**src/rtl/approx_wallace_mac_sequencer.sv**
```systemverilog
// rtl/approx_wallace_mac_sequencer.sv - dot-product sequencer for the shared approximate 8x8 multiplier
module approx_wallace_mac_sequencer #(
  parameter int N_MAX   = 8,
  parameter int LEN_W   = 4,
  parameter int ACC_W   = 19,
  parameter int MUL_LAT = 1
) (
  input  logic             clk,
  input  logic             rst_n,
  input  logic             start,
  input  logic [LEN_W-1:0] len,
  input  logic             abort,
  input  logic             in_valid,
  input  logic [7:0]       in_a,
  input  logic [7:0]       in_b,
  output logic             in_ready,
  output logic [7:0]       mul_a,
  output logic [7:0]       mul_b,
  input  logic [15:0]      mul_p,
  output logic             res_valid,
  output logic [ACC_W-1:0] res_data,
  input  logic             res_ready,
  output logic             busy,
  output logic             ovf
);

  localparam int               LAT_W    = (MUL_LAT > 1) ? $clog2(MUL_LAT) : 1;
  localparam logic [LEN_W-1:0] N_MAX_L  = LEN_W'(N_MAX);
  localparam logic [LAT_W-1:0] LAT_INIT = LAT_W'(MUL_LAT - 1);

  typedef enum logic [1:0] {
    IDLE  = 2'd0,
    FETCH = 2'd1,
    MUL   = 2'd2,
    DONE  = 2'd3
  } state_t;

  state_t           state;
  logic [ACC_W-1:0] acc;
  logic [LEN_W-1:0] rem;
  logic [LAT_W-1:0] lat;
  logic [ACC_W:0]   acc_sum;

  // One extra bit captures the carry-out that feeds the sticky overflow flag.
  assign acc_sum = {1'b0, acc} + (ACC_W+1)'(mul_p);

  always_ff @(posedge clk or negedge rst_n) begin
    if (!rst_n) begin
      state <= IDLE;
      acc   <= '0;
      rem   <= '0;
      lat   <= '0;
      mul_a <= '0;
      mul_b <= '0;
      ovf   <= 1'b0;
    end else begin
      case (state)
        IDLE: begin
          if (start) begin
            acc <= '0;
            ovf <= 1'b0;
            if (len != '0) begin
              rem   <= (len > N_MAX_L) ? N_MAX_L : len;
              state <= FETCH;
            end else begin
              state <= DONE;
            end
          end
        end
        FETCH: begin
          if (abort) begin
            acc   <= '0;
            ovf   <= 1'b0;
            state <= IDLE;
          end else if (in_valid) begin
            mul_a <= in_a;
            mul_b <= in_b;
            lat   <= LAT_INIT;
            state <= MUL;
          end
        end
        MUL: begin
          // Operands stay put here; the product is only trusted once lat reaches zero.
          if (abort) begin
            acc   <= '0;
            ovf   <= 1'b0;
            state <= IDLE;
          end else if (lat != '0) begin
            lat <= lat - 1'b1;
          end else begin
            acc   <= acc_sum[ACC_W-1:0];
            ovf   <= ovf | acc_sum[ACC_W];
            rem   <= rem - 1'b1;
            state <= (rem == LEN_W'(1)) ? DONE : FETCH;
          end
        end
        DONE: begin
          if (res_ready) state <= IDLE;
        end
        default: state <= IDLE;
      endcase
    end
  end

  assign in_ready  = (state == FETCH);
  assign res_valid = (state == DONE);
  assign busy      = (state != IDLE);
  assign res_data  = acc;

endmodule

```
**config.mk**
```make
export PLATFORM = sky130hd
export DESIGN_NAME = approx_wallace_mac_sequencer
export DESIGN_NICKNAME = d
export VERILOG_FILES = /design/src/rtl/approx_wallace_mac_sequencer.sv
export SDC_FILE = /design/constraint.sdc
export NUM_CORES = 1
export LEC_CHECK = 0
export CORE_ASPECT_RATIO = 2
export CORE_MARGIN = 8
export CORE_UTILIZATION = 47
export CTS_BUF_LIST = sky130_fd_sc_hd__clkbuf_16
export DETAILED_ROUTE_END_ITERATION = 8
export PLACE_DENSITY = 0.84
export REMOVE_ABC_BUFFERS = 1
export SYNTH_ARGS = -nofsm -noshare
export SYNTH_HDL_FRONTEND = slang
export SYNTH_SLANG_ARGS = --single-unit
```
**constraint.sdc**
```tcl
create_clock -name clk -period 2.6 [get_ports clk]
set_clock_uncertainty 0.15 [all_clocks]
set_input_delay 0.52 -clock clk [delete_from_list [all_inputs] [get_ports clk]]
set_output_delay 0.52 -clock clk [all_outputs]
set_load 0.1 [all_outputs]
```
Word level (Yosys, flattened, before mapping)
Index checks and enable logic that the tools add are counted.

Register bits after elaboration: 43. Output and inout bits: 39. Word-level logic and storage cells: 68.

Reductions and logical operators: 11. Bitwise operators: 2. $add $sub $neg: 3. Equality and inequality tests: 14. Mux-type cells: 30. Magnitude comparators: 1.

Operators with widths (count): $mux 19 (4); $pmux 19 s3 (1); $add 19x16->20 (1); $mux 4 (5); $mux 2 (8); $ne 2x2->1 const B (7); $reduce_and 4->1 (3); $mux 1 (8); $pmux 2 s4 (1); $pmux 4 s2 (1); $ne 3x3->1 const B (2); $reduce_bool 2->1 (3); $reduce_and 5->1 (1); $eq 2x2->1 const B (2); $eq 4x1->1 const B (1); $gt 4x4->1 const B (1); $reduce_bool 4->1 (1); $sub 4x1->4 const B (1); $pmux 1 s3 (1); $reduce_and 3->1 (1); $reduce_bool 3->1 (1); $eq 2x1->1 const B (1); $logic_not 2->1 (1); $ne 2x1->1 const B (1); 4 further kinds (4).

Logic depth before layout (Yosys ltp)
Word-level depth: 5. Depth in mapped cells: 8. Mapped depth without buffers: 8.

Worst setup path before layout
OpenSTA, ideal clock, no wires.

Path kind: flip-flop to flip-flop. Start: register acc[0], in the netlist res_data[0]. End: register acc[16], in the netlist res_data[16]. Required time: 2.330 ns. Cell stages (with the launch flop): 9. Period minus slack after synthesis: 2.889 ns. Arrival time: 2.619 ns. Buffers on the path: 0. Setup slack: -0.289 ns. Cell sequence: dfrtp_1 ha_1 fa_1 a21oi_1 o211ai_1 a21oi_1 o21ai_1 a22o_1 a31o_2.

Longest elaborated chain between the ends: 4.

Ends and longest elaborated chain: from (decl) (line 39) `logic [ACC_W-1:0] acc;`; from (signal assigned) (line 91) `acc <= acc_sum[ACC_W-1:0];`; $add 19x16->20 (line 45) `assign acc_sum = {1'b0, acc} + (ACC_W+1)'(mul_p);`; $mux 19 (line 88) `end else if (lat != '0) begin`; $mux 19 (line 84) `if (abort) begin`; $pmux 19 s3 (line 57) `case (state)`.

Every way passes these cells. The select of a mux whose other input is x is not followed. A chain may end at the register's enable or synchronous reset.

Final worst setup path
Start: input port mul_p[4]. End: register acc[15], in the netlist res_data[15].

Longest elaborated chain between the ends: 4.

Ends and longest elaborated chain: from (decl) (line 19) `input logic [15:0] mul_p,`; $add 19x16->20 (line 45); $mux 19 (line 88); $mux 19 (line 84); $pmux 19 s3 (line 57).

Every way passes these cells. The select of a mux whose other input is x is not followed.

==> results.sh <==
export IMPL_outcome="complete, no violations"
export IMPL_synth_edf_count=0
export IMPL_seq_area_frac_synth_pct=41.2
export IMPL_clk_pin_slew_worst_paths_ns=0.06
export IMPL_io_pins=81
export IMPL_fill_cells=411
export IMPL_drive_gt1_share_pct=28.5
export IMPL_fin_crit_ns=2.44
export IMPL_area_growth_pct=45.0
export IMPL_synthArstFlopShare_pct=100
export IMPL_critPathKind="in -> reg"
export IMPL_cp_endpoint="res_data[15]"
export IMPL_track_usage_pct=17.6
export IMPL_synth_distinct_cells=48
export IMPL_grt_pass1_vias=2578
export IMPL_cp_max_fo=4
export IMPL_gp_congestion=0.893
export IMPL_yosys_area_top_type="dfrtp_1"
export IMPL_initial_utilization_pct=47.9
export IMPL_rows=38
export IMPL_report_final_slew_viol_count=0
export IMPL_io_buffer_count=80
export IMPL_setup_violations=0
export IMPL_clockRootBuffer="clkbuf_16"
export IMPL_dieArea_sq_mm=0.00818
export IMPL_n_antenna_cell=0
export IMPL_dpl_instance_area_sq_mm=0.00349
export IMPL_fp_coreArea_sq_mm=0.00533
export IMPL_rsz0062_at_grt="false"
export IMPL_wl_um=6980
export IMPL_end_kind="flip-flop"
export IMPL_drt_iter0_markers=89
export IMPL_numClockSinks=42
export IMPL_grt_max_degree=32
export IMPL_required_ns=2.61
export IMPL_syn_area_per_cell_sq_um=9.59
export IMPL_dp_slack_ns=-0.450
export IMPL_netlist_area_leader_share_pct=41.2
export IMPL_crit_path_start_kind="input pin"
export IMPL_fin_nets=436
export IMPL_ys_ff_latch=42
export IMPL_worst_slack_ns=0.158
export IMPL_drt_first_pass_iters=4
export IMPL_post_drt_wl_per_cell_um=16.0
export IMPL_clk_path_buf_depth=2
export IMPL_rr_startpoint="res_data[0]"
export IMPL_drc_errors=0
export IMPL_reg2reg_slack_ns=0.22
export IMPL_cts_tree="built"
export IMPL_die_w_um=68.1
export IMPL_worstRegToRegCells=8
export IMPL_grt_overflow=0
export IMPL_die_h_um=120
export IMPL_netlist_top_cells_area="dfrtp_1, ha_1, mux2_2"
export IMPL_grt_pass1_wl_um=11600
export IMPL_clock_latency_ns=0.29
export IMPL_cap_viol_max_count=0
export IMPL_antenna_found_initial=0
export IMPL_vias_per_cell=5.67
export IMPL_clock_fmax_mhz=409
export IMPL_relSlewSlack_pct=74.4
export IMPL_antenna_left=0
export IMPL_worstHoldPathType="reg -> reg"
export IMPL_cts_buffers=5
export IMPL_worst_pin_slew_ns=0.384
export IMPL_ys_flop_type="dfrtp_1"
export IMPL_synth_commonest_cells="dfrtp_1, nand2_1, o21ai_0"
export IMPL_syn_area_sq_mm=0.00255
export IMPL_r2r_end="res_data[8]"
export IMPL_finalInstanceArea_sq_mm=0.00370
export IMPL_syn_inst=266
export IMPL_fin_crit_sh_pct=93.9
export IMPL_arrival_ns=2.46
export IMPL_synth_most_common_cell="dfrtp_1"
export IMPL_startpoint="mul_p[4]"
export IMPL_hold_viol=0
export IMPL_yosys_warnings=0
export IMPL_htree_levels=2
export IMPL_dr_total_vias=2470
export IMPL_hpwl_um=5420
-- how the worst min path moves through the flow --
stage,from,cells past startpoint,end,slack (ns)
after floorplan,rst_n,0,mul_a[0],0.07
after global placement,rst_n,1,res_data[11],0.28
after detailed placement,rst_n,1,res_data[11],0.28
after CTS,mul_a[0],1,mul_a[0],0.37
after global routing,mul_a[2],1,mul_a[2],0.39
final,mul_a[1],1,mul_a[1],0.36
-- worst max-delay path, stage by stage --
cell and delay (ns):
clkdlybuf4s50_1 0.41, ha_1 0.37, nand2_1 0.14, nor3_2 0.25
o21ai_1 0.17, o31ai_1 0.35, xnor2_1 0.16, o21ai_0 0.08
-- flip-flops by register name, summed over array words and instances, names as in the netlist --
signal / flops
mul_b: 8
mul_a: 8
state: 2
rem: 4
ovf: 1
res_data: 19
-- logic make-up after synthesis --
logic type | Yosys count | synth area share (%)
adders and majority gates | 19 | 9.61
buffers and inverters | 17 | 2.80
and+or+nand+nor | 81 | 15.7
muxes | 17 | 7.45
AOI/OAI and AO/OA | 79 | 19.5
xor gates and xnor gates | 11 | 3.78
DFF | 42 | 41.2
-- cell type report --
cell class | count | area, sq um | share of cell area, %
Multi-Input combinational cell | 207 | 1460 | 39.5
Sequential cell | 42 | 1050 | 28.4
Timing Repair Buffer | 110 | 928 | 25.1
Clock buffer | 5 | 125 | 3.38
Tap cell | 60 | 75.1 | 2.03
Inverter | 9 | 33.8 | 0.913
Clock inverter | 3 | 25.0 | 0.677
-- layout by cell type (no fill, tap or decap), drive strengths merged, types with 3 or more instances in the layout --
cell type / Yosys / final
or3: 3 / 3
a31oi: 5 / 5
nor3: 7 / 7
clkbuf: 2 / 5
nor2: 17 / 17
xnor2: 9 / 9
dfrtp: 42 / 42
nand2: 29 / 29
ha: 18 / 18
o21ai: 27 / 27
o21a: 5 / 5
o21bai: 4 / 4
a21oi: 19 / 19
and3: 3 / 3
a22o: 5 / 5
inv: 9 / 10
nor2b: 3 / 3
buf: 6 / 69
nand3: 6 / 6
mux2: 16 / 16
clkdlybuf4s50: 0 / 39
-- per-stage QoR --
step | utilization (%) | hold slack, ns | TNS, ns | cells
2_1_floorplan | - | 0.0744 | -1.01 | 258
6_report | 69.5 | 0.362 | 0 | 436
5_1_grt | 69.5 | 0.389 | 0 | 436
3_3_place_gp | 65.5 | 0.275 | -1.93 | 425
3_5_place_dp | 65.5 | 0.280 | -2.67 | 425
4_1_cts | 68.7 | 0.369 | 0 | 434
-- repair_timing --
item,in CTS,in global routing
hold endpoints to repair,11,0
resized for setup,3,6
hold buffers,1,0
pin swaps,2,7
gates cloned,0,0
endpoints found under the setup margin,5,5
setup buffers,0,2
-- layer usage --
layer  GRT usage (%)  up-vias  wire, um
met5               0        -         0
met4            8.00        0       182
met3            4.91       17       654
met2            27.2      103      3220
met1            21.9     1163      2930
li1                -     1187         -
Power is left out: the tool's default activity adds up to more than one toggle a clock period on the data nets, which glitch-free logic cannot reach.
